**src/rtl/chu_video_mixer_pkg.sv**
```systemverilog
// chu_video_mixer_pkg
// Shared definitions for the video layer mixer: slot register offsets,
// CTRL bit positions, alpha width, compositing mode and alpha weighting.
package chu_video_mixer_pkg;

  localparam logic [1:0] REG_CTRL  = 2'd0;
  localparam logic [1:0] REG_ALPHA = 2'd1;
  localparam logic [1:0] REG_BG    = 2'd2;

  localparam int ALPHA_W       = 4;
  localparam int CTRL_EN_LSB   = 0;
  localparam int CTRL_MODE_BIT = 8;
  localparam int CTRL_IMM_BIT  = 15;

  typedef enum logic {
    MIX_PRIORITY = 1'b0,
    MIX_BLEND    = 1'b1
  } mix_mode_t;

  // Full-scale alpha (15) maps to weight 16 so an opaque layer fully
  // replaces the accumulator instead of leaking 1/16 of it.
  function automatic logic [ALPHA_W:0] alpha_weight(input logic [ALPHA_W-1:0] a);
    return (a == '1) ? 5'd16 : {1'b0, a};
  endfunction

endpackage

```
**src/rtl/chu_mixer_stage.sv**
```systemverilog
// chu_mixer_stage
// One registered compositing stage: puts one layer pixel over the incoming
// accumulator, either by replacement (priority) or per-channel alpha blend.
// Ports:
//   clk, reset  clock, synchronous active-low reset
//   acc_i       accumulator from the previous stage
//   pix_i       layer pixel, already aligned to this stage
//   en_i        layer enable travelling with the pixel
//   mode_i      compositing mode travelling with the pixel
//   alpha_i     layer alpha travelling with the pixel
//   acc_o       registered accumulator for the next stage
module chu_mixer_stage
  import chu_video_mixer_pkg::*;
#(
  parameter int            CD        = 12,
  parameter logic [CD-1:0] KEY_COLOR = '0
) (
  input  logic               clk,
  input  logic               reset,
  input  logic [CD-1:0]      acc_i,
  input  logic [CD-1:0]      pix_i,
  input  logic               en_i,
  input  mix_mode_t          mode_i,
  input  logic [ALPHA_W-1:0] alpha_i,
  output logic [CD-1:0]      acc_o
);

  localparam int W  = CD / 3;
  localparam int MW = W + 5;

  logic [CD-1:0]    acc_d, acc_q;
  logic [ALPHA_W:0] w;
  logic [MW-1:0]    mix;

  always_comb begin
    acc_d = acc_i;
    w     = alpha_weight(alpha_i);
    mix   = '0;
    if (en_i && (pix_i != KEY_COLOR)) begin
      if (mode_i == MIX_PRIORITY) begin
        acc_d = pix_i;
      end else begin
        for (int c = 0; c < 3; c++) begin
          // Truncating blend; w = 0 reduces to the accumulator itself.
          mix = MW'(w) * MW'(pix_i[c*W +: W])
              + MW'(5'd16 - w) * MW'(acc_i[c*W +: W]);
          acc_d[c*W +: W] = W'(mix >> 4);
        end
      end
    end
  end

  always_ff @(posedge clk) begin
    if (!reset) acc_q <= '0;
    else        acc_q <= acc_d;
  end

  assign acc_o = acc_q;

endmodule

```
**src/rtl/chu_video_layer_mixer_core.sv**
```systemverilog
// chu_video_layer_mixer_core
// NL-layer video compositor on a video slot. Pending configuration is
// written through the slot and copied to active at frame start (or every
// cycle while active immediate is set). Active config is sampled with the
// pixel at S0 and travels with it, so one pixel never mixes two configs.
// Ports:
//   clk, reset              clock, synchronous active-low reset
//   x, y                    pixel coordinates (alignment only, unused)
//   frame_start             commit pulse for pending configuration
//   cs, write, addr,        slot write port; addr[1:0] selects CTRL,
//   wr_data                 ALPHA, BG (3 reserved)
//   si_rgb                  NL input layers, layer i at [i*CD +: CD]
//   so_rgb                  composited pixel, NL+1 cycles after si_rgb
module chu_video_layer_mixer_core
  import chu_video_mixer_pkg::*;
#(
  parameter int            CD        = 12,
  parameter int            NL        = 4,
  parameter logic [CD-1:0] KEY_COLOR = '0
) (
  input  logic             clk,
  input  logic             reset,
  input  logic [10:0]      x,
  input  logic [10:0]      y,
  input  logic             frame_start,
  input  logic             cs,
  input  logic             write,
  input  logic [13:0]      addr,
  input  logic [31:0]      wr_data,
  input  logic [NL*CD-1:0] si_rgb,
  output logic [CD-1:0]    so_rgb
);

  typedef struct packed {
    logic [CD-1:0]      pix;
    logic               en;
    mix_mode_t          mode;
    logic [ALPHA_W-1:0] alpha;
  } lane_t;

  logic unused_inputs;
  assign unused_inputs = ^{x, y, addr, wr_data};

  // Pending (slot-visible) and active (pipeline-visible) configuration
  logic [NL-1:0]         pend_en_q, pend_en_d, act_en_q, act_en_d;
  mix_mode_t             pend_mode_q, pend_mode_d, act_mode_q, act_mode_d;
  logic                  pend_imm_q, pend_imm_d, act_imm_q, act_imm_d;
  logic [NL*ALPHA_W-1:0] pend_alpha_q, pend_alpha_d, act_alpha_q, act_alpha_d;
  logic [CD-1:0]         pend_bg_q, pend_bg_d, act_bg_q, act_bg_d;
  logic [CD-1:0]         s0_acc_q, s0_acc_d;

  always_comb begin
    pend_en_d    = pend_en_q;
    pend_mode_d  = pend_mode_q;
    pend_imm_d   = pend_imm_q;
    pend_alpha_d = pend_alpha_q;
    pend_bg_d    = pend_bg_q;
    if (cs && write) begin
      case (addr[1:0])
        REG_CTRL: begin
          pend_en_d   = wr_data[CTRL_EN_LSB +: NL];
          pend_mode_d = mix_mode_t'(wr_data[CTRL_MODE_BIT]);
          pend_imm_d  = wr_data[CTRL_IMM_BIT];
        end
        REG_ALPHA: pend_alpha_d = wr_data[NL*ALPHA_W-1:0];
        REG_BG:    pend_bg_d    = wr_data[CD-1:0];
        default: ;
      endcase
    end
    // Commit copies the pre-write pending state, so a write landing on a
    // commit cycle waits for the next commit.
    act_en_d    = act_en_q;
    act_mode_d  = act_mode_q;
    act_imm_d   = act_imm_q;
    act_alpha_d = act_alpha_q;
    act_bg_d    = act_bg_q;
    if (frame_start || act_imm_q) begin
      act_en_d    = pend_en_q;
      act_mode_d  = pend_mode_q;
      act_imm_d   = pend_imm_q;
      act_alpha_d = pend_alpha_q;
      act_bg_d    = pend_bg_q;
    end
    s0_acc_d = act_bg_q;
  end

  always_ff @(posedge clk) begin
    if (!reset) begin
      pend_en_q    <= '1;
      pend_mode_q  <= MIX_PRIORITY;
      pend_imm_q   <= 1'b0;
      pend_alpha_q <= '1;
      pend_bg_q    <= '0;
      act_en_q     <= '1;
      act_mode_q   <= MIX_PRIORITY;
      act_imm_q    <= 1'b0;
      act_alpha_q  <= '1;
      act_bg_q     <= '0;
      s0_acc_q     <= '0;
    end else begin
      pend_en_q    <= pend_en_d;
      pend_mode_q  <= pend_mode_d;
      pend_imm_q   <= pend_imm_d;
      pend_alpha_q <= pend_alpha_d;
      pend_bg_q    <= pend_bg_d;
      act_en_q     <= act_en_d;
      act_mode_q   <= act_mode_d;
      act_imm_q    <= act_imm_d;
      act_alpha_q  <= act_alpha_d;
      act_bg_q     <= act_bg_d;
      s0_acc_q     <= s0_acc_d;
    end
  end

  logic [CD-1:0] acc_chain [0:NL];
  assign acc_chain[0] = s0_acc_q;

  for (genvar j = 0; j < NL; j++) begin : g_layer
    // Layer j waits j+1 cycles; its first flop samples the active config
    // on the same edge S0 samples BG, so pixel and config stay together.
    lane_t ln_q [0:j];
    lane_t ln_d [0:j];

    always_comb begin
      ln_d[0].pix   = si_rgb[j*CD +: CD];
      ln_d[0].en    = act_en_q[j];
      ln_d[0].mode  = act_mode_q;
      ln_d[0].alpha = act_alpha_q[j*ALPHA_W +: ALPHA_W];
      for (int k = 1; k <= j; k++) ln_d[k] = ln_q[k-1];
    end

    always_ff @(posedge clk) begin
      if (!reset) begin
        for (int k = 0; k <= j; k++) ln_q[k] <= '0;
      end else begin
        for (int k = 0; k <= j; k++) ln_q[k] <= ln_d[k];
      end
    end

    chu_mixer_stage #(.CD(CD), .KEY_COLOR(KEY_COLOR)) u_stage (
      .clk     (clk),
      .reset   (reset),
      .acc_i   (acc_chain[j]),
      .pix_i   (ln_q[j].pix),
      .en_i    (ln_q[j].en),
      .mode_i  (ln_q[j].mode),
      .alpha_i (ln_q[j].alpha),
      .acc_o   (acc_chain[j+1])
    );
  end

  assign so_rgb = acc_chain[NL];

endmodule

```
**config.mk**
```make
export PLATFORM = sky130hd
export DESIGN_NAME = chu_video_layer_mixer_core
export DESIGN_NICKNAME = d
export VERILOG_FILES = /design/src/rtl/chu_video_mixer_pkg.sv /design/src/rtl/chu_mixer_stage.sv /design/src/rtl/chu_video_layer_mixer_core.sv
export SDC_FILE = /design/constraint.sdc
export NUM_CORES = 1
export LEC_CHECK = 0
export BUFFER_PORTS_ARGS = -buffer_cell sky130_fd_sc_hd__buf_2
export CELL_PAD_IN_SITES_DETAIL_PLACEMENT = 1
export CELL_PAD_IN_SITES_GLOBAL_PLACEMENT = 2
export CORE_UTILIZATION = 44
export DETAILED_ROUTE_END_ITERATION = 7
export GPL_TIMING_DRIVEN = 1
export PLACE_DENSITY = 0.85
export SLEW_MARGIN = 10
export SYNTH_ARGS = -nofsm -noshare
export SYNTH_HDL_FRONTEND = slang
export SYNTH_HIERARCHICAL = 1
export SYNTH_SLANG_ARGS = --single-unit
export TNS_END_PERCENT = 1
```
**constraint.sdc**
```tcl
create_clock -name clk -period 10.9 [get_ports clk]
set_input_delay 0.545 -clock clk [delete_from_list [all_inputs] [get_ports clk]]
set_output_delay 0.545 -clock clk [all_outputs]
set_load 0.005 [all_outputs]
```
==> results of run 1 <==
-- layout make-up --
cell class | count | share of cell area (%)
well taps | 748 | 3.507
repair buffers | 94 | 1.908
multi-input cells | 1763 | 61.58
clock inverters | 18 | 0.8579
inverters | 414 | 5.823
clock buffers | 44 | 3.671
flip-flops and latches | 302 | 22.66
-- report_power, final --
| part | switching (mW) | internal [mW] |
|---|---|---|
| clock network | 0.498 | 0.722 |
| registers | 0.0566 | 1.15 |
| logic | 0.303 | 0.237 |
| total | 0.857 | 2.11 |
-- worst max-delay path: cells and delay by family (launching register included) --
| kind | cells | cell delay [ns] |
|---|---|---|
| fa+ha+maj | 5 | 2.01 |
| simple gates | 4 | 1.50 |
| xor+xnor | 5 | 1.28 |
| buf+inv | 3 | 0.24 |
| compound gates | 2 | 0.67 |
| flops | 1 | 0.90 |
-- registers in the layout, summed over array words and instances (netlist names) --
| register | count |
|---|---|
| pend_mode_q | 1 |
| s0_acc_q | 12 |
| pend_bg_q | 12 |
| act_alpha_q | 16 |
| g_layer.ln_q | 174 |
| pend_en_q | 4 |
| act_bg_q | 12 |
| act_en_q | 4 |
| g_layer.u_stage/acc_o | 48 |
| act_imm_q | 1 |
| pend_alpha_q | 16 |
| pend_imm_q | 1 |
| act_mode_q | 1 |
-- through the flow --
step                      area [um^2]  util (%)  worst slack [ns]  hold slack, ns  instances
after global routing            26690     48.54             3.749          0.1887       3383
final                           26690     48.54             4.113          0.1998       3383
after detailed placement        25480     46.34             4.161          0.4199       3321
after global placement          25480     46.34             4.289          0.4165       3321
after CTS                       26690     48.54             4.148          0.1694       3383
after floorplan                 24620         -             5.692          0.4119       2605
-- final timing paths --
kind | start | endpoint | slack [ns] | cells after the start
min reg2reg | g_layer[3].ln_q[2][3] | g_layer[3].ln_q[3][3] | 0.42 | 1
min | si_rgb[12] | g_layer[1].ln_q[0][6] | 0.20 | 2
max | g_layer[3].ln_q[3][0] | g_layer[3].u_stage/acc_o[11] | 4.11 | 19
max reg2reg | g_layer[3].ln_q[3][0] | g_layer[3].u_stage/acc_o[11] | 4.11 | 19
-- cell families (layout without fill, tap and decap cells) --
| kind of cell | count (synthesis) | count (layout) | synth area share [%] |
|---|---|---|---|
| and+or+nand+nor | 855 | 855 | 19.88 |
| buffers and inverters | 540 | 570 | 8.810 |
| adders and majority gates | 456 | 456 | 32.01 |
| DFF | 302 | 302 | 24.69 |
| AOI/OAI and AO/OA | 226 | 226 | 6.781 |
| xor gates and xnor gates | 124 | 124 | 5.325 |
| muxes | 58 | 58 | 2.371 |
| other | 8 | 44 | 0.1227 |
-- metal layers --
metal	part of all wire [%]	global-route usage, %
met4	1.9	5.904
met2	51	39.60
met5	0	0
met3	2.9	2.696
met1	44	28.22
-- placed cells by master, fill, tap and decap left out, types with 16 or more instances in the layout --
master	n
nor2_1	24
o311ai_1	20
conb_1	44
a31oi_1	25
ha_1	172
fa_1	284
and3_1	94
mux2i_1	58
nor2b_1	36
dfxtp_1	301
o211ai_1	16
o21ai_0	56
clkbuf_16	35
buf_2	81
nand2_1	235
xnor2_1	91
a21oi_1	24
inv_1	414
and2_1	367
==> impl_metrics.toml, run 1 <==
[clocking]
ctsHoldBuffers = 0
cts_htree_levels = 2
ctsResizeCount = 0
clockBufferDepth = 3
root_buffer = "clkbuf_16"
postCtsSetupRepairBufs = 0
cts_tree = "yes"
numCtsBuffers = 35
clk_latency_ns = 0.55
cts.sinks = 302
clk_pin_slew_ns = 0.06

[critical_path]
cp_max_fo = 20
cp.arrival_ns = 7.17
cp_data_required_time_ns = 11.28
cp_slowest_cell = "dfxtp_1"
crit_chain = "nand4_2 > and2_1 > inv_1 > ha_1 > nand2b_1 > o22ai_2 > nand2_1 > fa_1 > inv_1 > fa_1 > inv_1 > fa_1 > fa_1 > xnor2_1 > xnor2_1 > xnor3_1 > xnor2_1 > xnor2_1 > a31oi_1"
critPathMaxStageDelay_ns = 0.90
start_kind = "flop"
path_class = "flop to flop"
crit_path_end_kind = "flop"

[synthesis]
synth_most_common_cell = "inv_1"
synth_edf_count = 0
synth_cell_type_count = 61
synthTopCellsByArea = "dfxtp_1 25%, fa_1 23%, and2_1 9.4%, ha_1 8.8%, inv_1 6.3%"
synth_top_area_share_pct = 24.69
synth_seq_area_share_pct = 24.69
synthTopCellsByCount = "414 x inv_1, 367 x and2_1, 302 x dfxtp_1, 284 x fa_1, 235 x nand2_1"
synth-seq-cells = 302
yosysTopAreaCell = "dfxtp_1"
synthArstFlopShare_pct = 0
synth-main-ff-cell = "dfxtp_1"
synthCells = 2569
synth_warnings = 6
avgSynthCellArea_um2 = 9.530
synth_area_um2 = 24480

[power_and_ir_drop]
p_total_mw = 2.966
peakVddDrop_mv = 0.09068
power_density_nw_per_um2 = 111.1
leakage_nw = 12.96

[placement]
place_congestion = 0.8283
dpl.hpwl_mm = 45.40
io_buffers = 82

[routing]
avgRoutedWirePerCell_um = 18.12
drt_iter0_drc = 748
vias_per_cell = 5.025
drc = 0
postRouteAntennaNets = 0
first_pass_iters = 7
wl_mm = 61.32
via_count = 17000

[timing]
tns_ns = 0
min_period_ns = 6.787
finalHoldViolations = 0
worst_pin_slew_ns = 1.311
rsz0062_at_grt = "no"
drv_slew = 0
fmax_ghz = 0.1473
setup_violations = 0
slew_headroom_pct = 11.97
fin_worst_skew_ns = 0.01284
period_share_pct = 62.26

[hold_path]
min_path_type = "primary input to flop"

[global_routing]
grt.overflow.total = 0
antenna_found_initial = 0
grt_pass1_vias = 19060
grt_first_pass_wirelength_mm = 99.37
grt_max_degree = 143
grtUsageTotal_pct = 22.19

[die]
core_area_um2 = 54990
fp-row-count = 86
ios = 133
die_w_um = 237.9
die_area_um2 = 56590
start_util_pct = 44.53
die_y_um = 237.9

[cells_and_area]
syn_to_final_growth_pct = 9.009
n_antenna_cell = 0
fin_nets = 3187
drive_gt1_share_pct = 8.463
multi_input_area_um2 = 16430
fill_cells = 6232
register_area_um2 = 6047

[run_status]
status = "complete, no violations"

[job]
max_cap_violations = 0
No activity file was read; power rests on OpenSTA's default activity.
==> inputs of run 2 (changes only) <==
--- a/config.mk
+++ b/config.mk
@@ -5,13 +5,14 @@
 export SDC_FILE = /design/constraint.sdc
 export NUM_CORES = 1
 export LEC_CHECK = 0
+export ABC_AREA = 1
 export BUFFER_PORTS_ARGS = -buffer_cell sky130_fd_sc_hd__buf_2
 export CELL_PAD_IN_SITES_DETAIL_PLACEMENT = 1
 export CELL_PAD_IN_SITES_GLOBAL_PLACEMENT = 2
-export CORE_UTILIZATION = 44
+export CORE_UTILIZATION = 33
 export DETAILED_ROUTE_END_ITERATION = 7
 export GPL_TIMING_DRIVEN = 1
-export PLACE_DENSITY = 0.85
+export PLACE_DENSITY = 0.74
 export SLEW_MARGIN = 10
 export SYNTH_ARGS = -nofsm -noshare
 export SYNTH_HDL_FRONTEND = slang
==> constraint.sdc (replaced) <==
create_clock -name clk -period 6.05 [get_ports clk]
set_input_delay 0.3025 -clock clk [delete_from_list [all_inputs] [get_ports clk]]
set_output_delay 0.3025 -clock clk [all_outputs]
set_load 0.005 [all_outputs]
==> run 2 against run 1 <==
Against the previous run: area after synthesis rose by 2.9%; register-to-register slack worse by 3.4 ns; sequential power is 79% higher; critical path depth is 6 higher; die area increased by 37%; final area rose by 8.0%; critical endpoint is now g_layer[0].u_stage/acc_o[3].
==> impl_metrics.toml, run 2 <==
[power_and_ir_drop]
peakVddDrop_mv = 0.2104
power_density_nw_per_um2 = 201.3
p_total_mw = 5.799
leakage_nw = 16.01

[die]
die_area_um2 = 77470
die_y_um = 278.3
die_w_um = 278.3
start_util_pct = 33.62
fp-row-count = 100
ios = 133
core_area_um2 = 74950

[critical_path]
cp.arrival_ns = 5.81
cp-startpoint = "g_layer[0].ln_q[0][0]"
crit_path_end_kind = "flop"
rr_worst_depth = 25
cp_max_fo = 11
cp_data_required_time_ns = 6.50
r2r-start = "g_layer[0].ln_q[0][0]"
cp_common_cell = "inv_1"
cp_slowest_cell = "fa_1"
critPathMaxStageDelay_ns = 0.55
start_kind = "flop"
path_class = "flop to flop"

[timing]
worst_pin_slew_ns = 0.8490
slew_headroom_pct = 43.40
min_period_ns = 5.355
tns_ns = 0
drv_slew = 0
fin_worst_skew_ns = 0.01674
rsz0062_at_grt = "no"
fin_ws_ns = 0.6952
fmax_ghz = 0.1867
period_share_pct = 88.51
setup_violations = 0
finalHoldViolations = 0

[global_routing]
grt_first_pass_wirelength_mm = 118.8
grt_max_degree = 111
grtUsageTotal_pct = 19.48
antenna_found_initial = 1
grt.overflow.total = 0
grt_pass1_vias = 21960

[cells_and_area]
largest_reg_flops = 174
fill_cells = 9355
syn_to_final_growth_pct = 14.34
instances_no_fill = 4618
top_register = "g_layer.ln_q"
drive_gt1_share_pct = 7.511
final_cell_mix = "886 x inv_1, 804 x nand2_1, 311 x nor2_1"
layout_commonest_cell = "inv_1"
final_util_pct = 38.45
fin_nets = 4196

[synthesis]
synth_most_common_cell = "inv_1"
avgSynthCellArea_um2 = 7.351
synth_edf_count = 0
synthArstFlopShare_pct = 0
synth_area_um2 = 25200
synth-main-ff-cell = "dfxtp_1"
yosysTopAreaCell = "dfxtp_1"
synth_top_area_share_pct = 23.99
synth_cell_type_count = 39
synth-seq-cells = 302
synth_seq_area_share_pct = 23.99
synthTopCellsByCount = "886 x inv_1, 804 x nand2_1, 311 x nor2_1, 302 x dfxtp_1, 284 x fa_1"
synthTopCellsByArea = "dfxtp_1 24%, fa_1 23%, inv_1 13%, nand2_1 12%, ha_1 8.5%"
synth_warnings = 6
synthCells = 3428

[clocking]
numCtsBuffers = 39
cts_tree = "yes"
cts_htree_levels = 2
cts.sinks = 302
root_buffer = "clkbuf_16"
clockBufferDepth = 3
ctsResizeCount = 0
clk_latency_ns = 0.58
clk_pin_slew_ns = 0.06

[routing]
avgRoutedWirePerCell_um = 15.84
drt_iter0_drc = 926
drc = 0
first_pass_iters = 5
postRouteAntennaNets = 0
via_count = 20820
wl_mm = 73.14
vias_per_cell = 4.508

[hold_path]
holdCritStartpoint = "wr_data[6]"
min_path_type = "primary input to flop"
hold_depth = 3

[placement]
preCtsSetupSlack_ns = 0.6780
placedCellCount = 4491
io_buffers = 82
place_congestion = 0.8185
dpl.hpwl_mm = 57.69

[job]
max_cap_violations = 0

[run_status]
status = "complete, no violations"
==> run 2: changes by cell type after synthesis, moves of 24 or more <==
cell      previous run  this run
nor2_1              24       311
mux2i_1             58         0
inv_1              414       886
and3_1              94         0
xnor2_1             91        11
a21oi_1             24       145
nand3_1              3       215
clkbuf_1            93        17
a31oi_1             28         0
nor2b_1             36         0
and2_1             367         1
nand2_1            235       804
nand4_1              0        24
==> run 2: cell type report <==
type / count / area [um^2] / area share, %
Multi-Input combinational cell: 2181 / 15480 / 53.72
Sequential cell: 302 / 6046 / 20.98
Inverter: 912 / 3435 / 11.92
Timing Repair Buffer: 183 / 1319 / 4.577
Tap cell: 969 / 1212 / 4.208
Clock buffer: 49 / 1044 / 3.622
Clock inverter: 21 / 276.5 / 0.9597
Antenna cell: 1 / 2.502 / 0.008685
==> run 2: through the flow <==
| stage | hold slack, ns | cell area (um^2) |
|---|---|---|
| detailed placement | 0.3996 | 26930 |
| floorplan | 0.3905 | 25340 |
| finish | 0.03017 | 28810 |
| global placement | 0.3952 | 26930 |
| CTS | 0.004099 | 28810 |
| global route | 0.01167 | 28810 |
==> run 2: what timing repair did <==
item,CTS,global route
hold buffers,56,0
hold endpoints to repair,56,0
setup buffers,0,0
setup endpoints to repair,0,0
==> run 2: path summary, 6_finish.rpt <==
kind | to | slack, ns
setup reg to reg | g_layer[0].u_stage/acc_o[3] | 0.70
hold / removal | pend_alpha_q[6] | 0.03
hold reg to reg | g_layer[3].ln_q[1][9] | 0.41
setup / recovery | g_layer[0].u_stage/acc_o[3] | 0.70
==> run 2: critical path: cells and delay by family (launching register included) <==
family	cells	cell delay (ns)
AOI/OAI and AO/OA	2	0.33
DFF	1	0.48
buffers and inverters	8	0.82
and+or+nand+nor	9	0.93
xor gates and xnor gates	1	0.27
adders and majority gates	5	2.40
==> run 2: report_power, final <==
group          internal [mW]  total [mW]  switching [mW]
clock network           1.39        2.40            1.01
registers               2.08        2.17          0.0887
logic                  0.441        1.23           0.788
==> run 2: logic make-up (layout without fill, tap and decap cells) <==
kind of cell | Yosys count | in the layout | synth area share, %
AND/OR/NAND/NOR | 1430 | 1430 | 23.87
other | 8 | 45 | 0.1192
buffers and inverters | 981 | 1165 | 15.15
XOR/XNOR | 26 | 26 | 1.023
AO/OA/AOI/OAI | 225 | 225 | 4.747
flip-flops | 302 | 302 | 23.99
adder cells (fa/ha/maj) | 456 | 456 | 31.10
==> run 2: per-layer routing <==
layer | wire length (um) | track usage, % | part of all wire (%) | vias up
li1 | - | - | - | 10420
met1 | 35620 | 26.67 | 49 | 10130
met2 | 34360 | 33.04 | 47 | 207
met3 | 1772 | 1.998 | 2.4 | 68
met4 | 1396 | 4.222 | 1.9 | 0
met5 | 0 | 0 | 0 | -
==> inputs of run 3 (changes only) <==
--- a/config.mk
+++ b/config.mk
@@ -9,13 +9,12 @@
 export BUFFER_PORTS_ARGS = -buffer_cell sky130_fd_sc_hd__buf_2
 export CELL_PAD_IN_SITES_DETAIL_PLACEMENT = 1
 export CELL_PAD_IN_SITES_GLOBAL_PLACEMENT = 2
-export CORE_UTILIZATION = 33
+export CORE_UTILIZATION = 34
 export DETAILED_ROUTE_END_ITERATION = 7
 export GPL_TIMING_DRIVEN = 1
-export PLACE_DENSITY = 0.74
+export PLACE_DENSITY = 0.76
 export SLEW_MARGIN = 10
 export SYNTH_ARGS = -nofsm -noshare
 export SYNTH_HDL_FRONTEND = slang
-export SYNTH_HIERARCHICAL = 1
 export SYNTH_SLANG_ARGS = --single-unit
 export TNS_END_PERCENT = 1
==> run 3 against run 2 <==
Against the previous run: largest power group unchanged; worst hold slack better by 0.0030 ns; clock power about the same; power down 0.77%; final area down 3.8%; register-to-register slack worse by 0.08 ns; cell count down 5.8%; count of clock-buffer cells in the layout down 1; sequential share of layout area up 0.83 points; global-route usage up 0.90 points; flip-flop and latch count unchanged; worst setup slack worse by 0.081 ns; area after synthesis down 4.3%.
==> impl_metrics.toml, run 3 <==
[placement]
io_buffers = 82
place_congestion = 0.8748
placedCellCount = 4218
dpl.hpwl_mm = 55.73

[routing]
drt_iter0_drc = 814
wl_mm = 70.69
avgRoutedWirePerCell_um = 16.26
vias_per_cell = 4.596
drc = 0
postRouteAntennaNets = 0
first_pass_iters = 5
via_count = 19980

[synthesis]
synth_warnings = 0
synth_area_um2 = 24130
synthTopCellsByArea = "dfxtp_1 25%, fa_1 24%, inv_1 12%, nand2_1 11%, ha_1 7.7%"
synth_seq_area_share_pct = 25.06
synth_edf_count = 0
yosysTopAreaCell = "dfxtp_1"
synthCells = 3207
synthArstFlopShare_pct = 0
synth-main-ff-cell = "dfxtp_1"
synth_top_area_share_pct = 25.06
synth_cell_type_count = 37
synth_most_common_cell = "inv_1"
avgSynthCellArea_um2 = 7.523
synth-seq-cells = 302
synthTopCellsByCount = "793 x inv_1, 689 x nand2_1, 351 x nor2_1, 302 x dfxtp_1, 288 x fa_1"

[timing]
rsz0062_at_grt = "no"
min_period_ns = 5.436
drv_slew = 0
fin_worst_skew_ns = 0.02157
worst_pin_slew_ns = 1.096
period_share_pct = 89.85
finalHoldViolations = 0
fmax_ghz = 0.1840
tns_ns = 0
setup_violations = 0
slew_headroom_pct = 26.83

[cells_and_area]
n_antenna_cell = 0
top_register = "g_layer.ln_q"
instances_no_fill = 4348
fin_nets = 3937
layout_commonest_cell = "inv_1"
drive_gt1_share_pct = 7.336
largest_reg_flops = 174
syn_to_final_growth_pct = 14.88
final_cell_mix = "793 x inv_1, 689 x nand2_1, 350 x nor2_1"

[critical_path]
path_class = "flop to flop"
r2r-start = "g_layer[3].ln_q[3][2]"
cp_data_required_time_ns = 6.52
rrSetupSlack_ns = 0.61
rr_worst_depth = 25
critPathBufInv = 6
crit_cells = 25
crit_family = "adder cells"
cp_max_fo = 14
critPathMaxStageDelay_ns = 0.58
regToRegEndpoint = "g_layer[3].u_stage.acc_o[11]"
cp.arrival_ns = 5.90
start_kind = "flop"
cp_slowest_cell = "fa_1"
crit_path_end_kind = "flop"

[job]
max_cap_violations = 0

[die]
start_util_pct = 34.39
ios = 133
die_w_um = 268.4
core_area_um2 = 70150
fp-row-count = 97
die_area_um2 = 72030
die_y_um = 268.4

[power_and_ir_drop]
leakage_nw = 14.85
power_density_nw_per_um2 = 207.6
peakVddDrop_mv = 0.2000

[hold_path]
holdCritStartpoint = "si_rgb[12]"
hold_path_end = "g_layer[1].ln_q[0][6]"
hold_depth = 3
min_path_type = "primary input to flop"

[run_status]
status = "complete, no violations"

[clocking]
cts.sinks = 302
ctsResizeCount = 0
root_buffer = "clkbuf_16"
clk_latency_ns = 0.58
numCtsBuffers = 39
cts_tree = "yes"
postCtsSetupRepairBufs = 0
cts_htree_levels = 2
clk_pin_slew_ns = 0.07
clockBufferDepth = 3

[global_routing]
antenna_found_initial = 0
grt_max_degree = 188
grtUsageTotal_pct = 20.38
grt_first_pass_wirelength_mm = 115.3
grt_pass1_vias = 21890
grt.overflow.total = 0
run 3: cells by family after synthesis:
group | Yosys count | synth area share [%]
simple gates | 1283 | 22.13
buf+inv | 897 | 14.21
fa+ha+maj | 436 | 31.57
flops | 302 | 25.06
compound gates | 239 | 5.196
xor+xnor | 48 | 1.805
other cells | 2 | 0.03113
run 3: per-layer routing:
metal | GRT usage, % | vias to the layer above | routed length (um) | share of wire (%)
met4 | 6.020 | 0 | 1979 | 2.8
met5 | 0 | - | 0 | 0
li1 | - | 9722 | - | -
met3 | 2.190 | 100 | 1952 | 2.8
met1 | 27.56 | 9913 | 33340 | 47
met2 | 34.23 | 248 | 33420 | 47
run 3: per-stage QoR:
| stage | hold slack [ns] | setup slack [ns] | total power, mW | util [%] | area (um^2) |
|---|---|---|---|---|---|
| after floorplan | 0.3905 | 1.209 | 2.987 | - | 24250 |
| after global placement | 0.3926 | 0.7174 | 3.328 | 36.74 | 25770 |
| after detailed placement | 0.3995 | 0.6382 | 3.371 | 36.74 | 25770 |
| after CTS | 0.0006244 | 0.6148 | 5.862 | 39.51 | 27720 |
| after global routing | 0.02236 | 0.2820 | 6.100 | 39.51 | 27720 |
| final | 0.03313 | 0.6139 | 5.754 | 39.51 | 27720 |
run 3: how the worst max path moves through the flow:
stage | startpoint | endpoint | slack, ns
CTS | g_layer[3].ln_q[3][2] | g_layer[3].u_stage.acc_o[11] | 0.61
finish | g_layer[3].ln_q[3][2] | g_layer[3].u_stage.acc_o[11] | 0.61
global route | g_layer[3].ln_q[3][2] | g_layer[3].u_stage.acc_o[7] | 0.28
detailed placement | g_layer[3].ln_q[3][2] | g_layer[3].u_stage.acc_o[11] | 0.64
floorplan | g_layer[0].ln_q[0][1] | g_layer[0].u_stage.acc_o[7] | 1.21
global placement | g_layer[0].ln_q[0][1] | g_layer[0].u_stage.acc_o[7] | 0.72
run 3: worst register-to-register path: cells and delay by family (launching register included):
kind            cells  cell delay [ns]
buf+inv             6             0.76
fa+ha+maj           6             2.63
compound gates      1             0.06
simple gates       12             1.51
flops               1             0.38
run 3: where the power goes:
group / total [mW] / switching (mW) / internal [mW]
sequential: 2.17 / 0.0818 / 2.09
clock: 2.40 / 0.980 / 1.42
combinational: 1.18 / 0.745 / 0.439
total: 5.75 / 1.81 / 3.95
run 3: repair_timing:
action                                 CTS  global route
hold buffers                            61             0
endpoints found under the hold margin   76             0
setup endpoints to repair                0             0
run 3: area by class of cell:
| type | instances | area, um^2 |
|---|---|---|
| Fill cell | 8716 | 42430 |
| Multi-Input combinational cell | 2042 | 14780 |
| Sequential cell | 302 | 6046 |
| Inverter | 816 | 3063 |
| Timing Repair Buffer | 179 | 1314 |
| Tap cell | 940 | 1176 |
| Clock buffer | 48 | 1040 |
| Clock inverter | 21 | 295.3 |
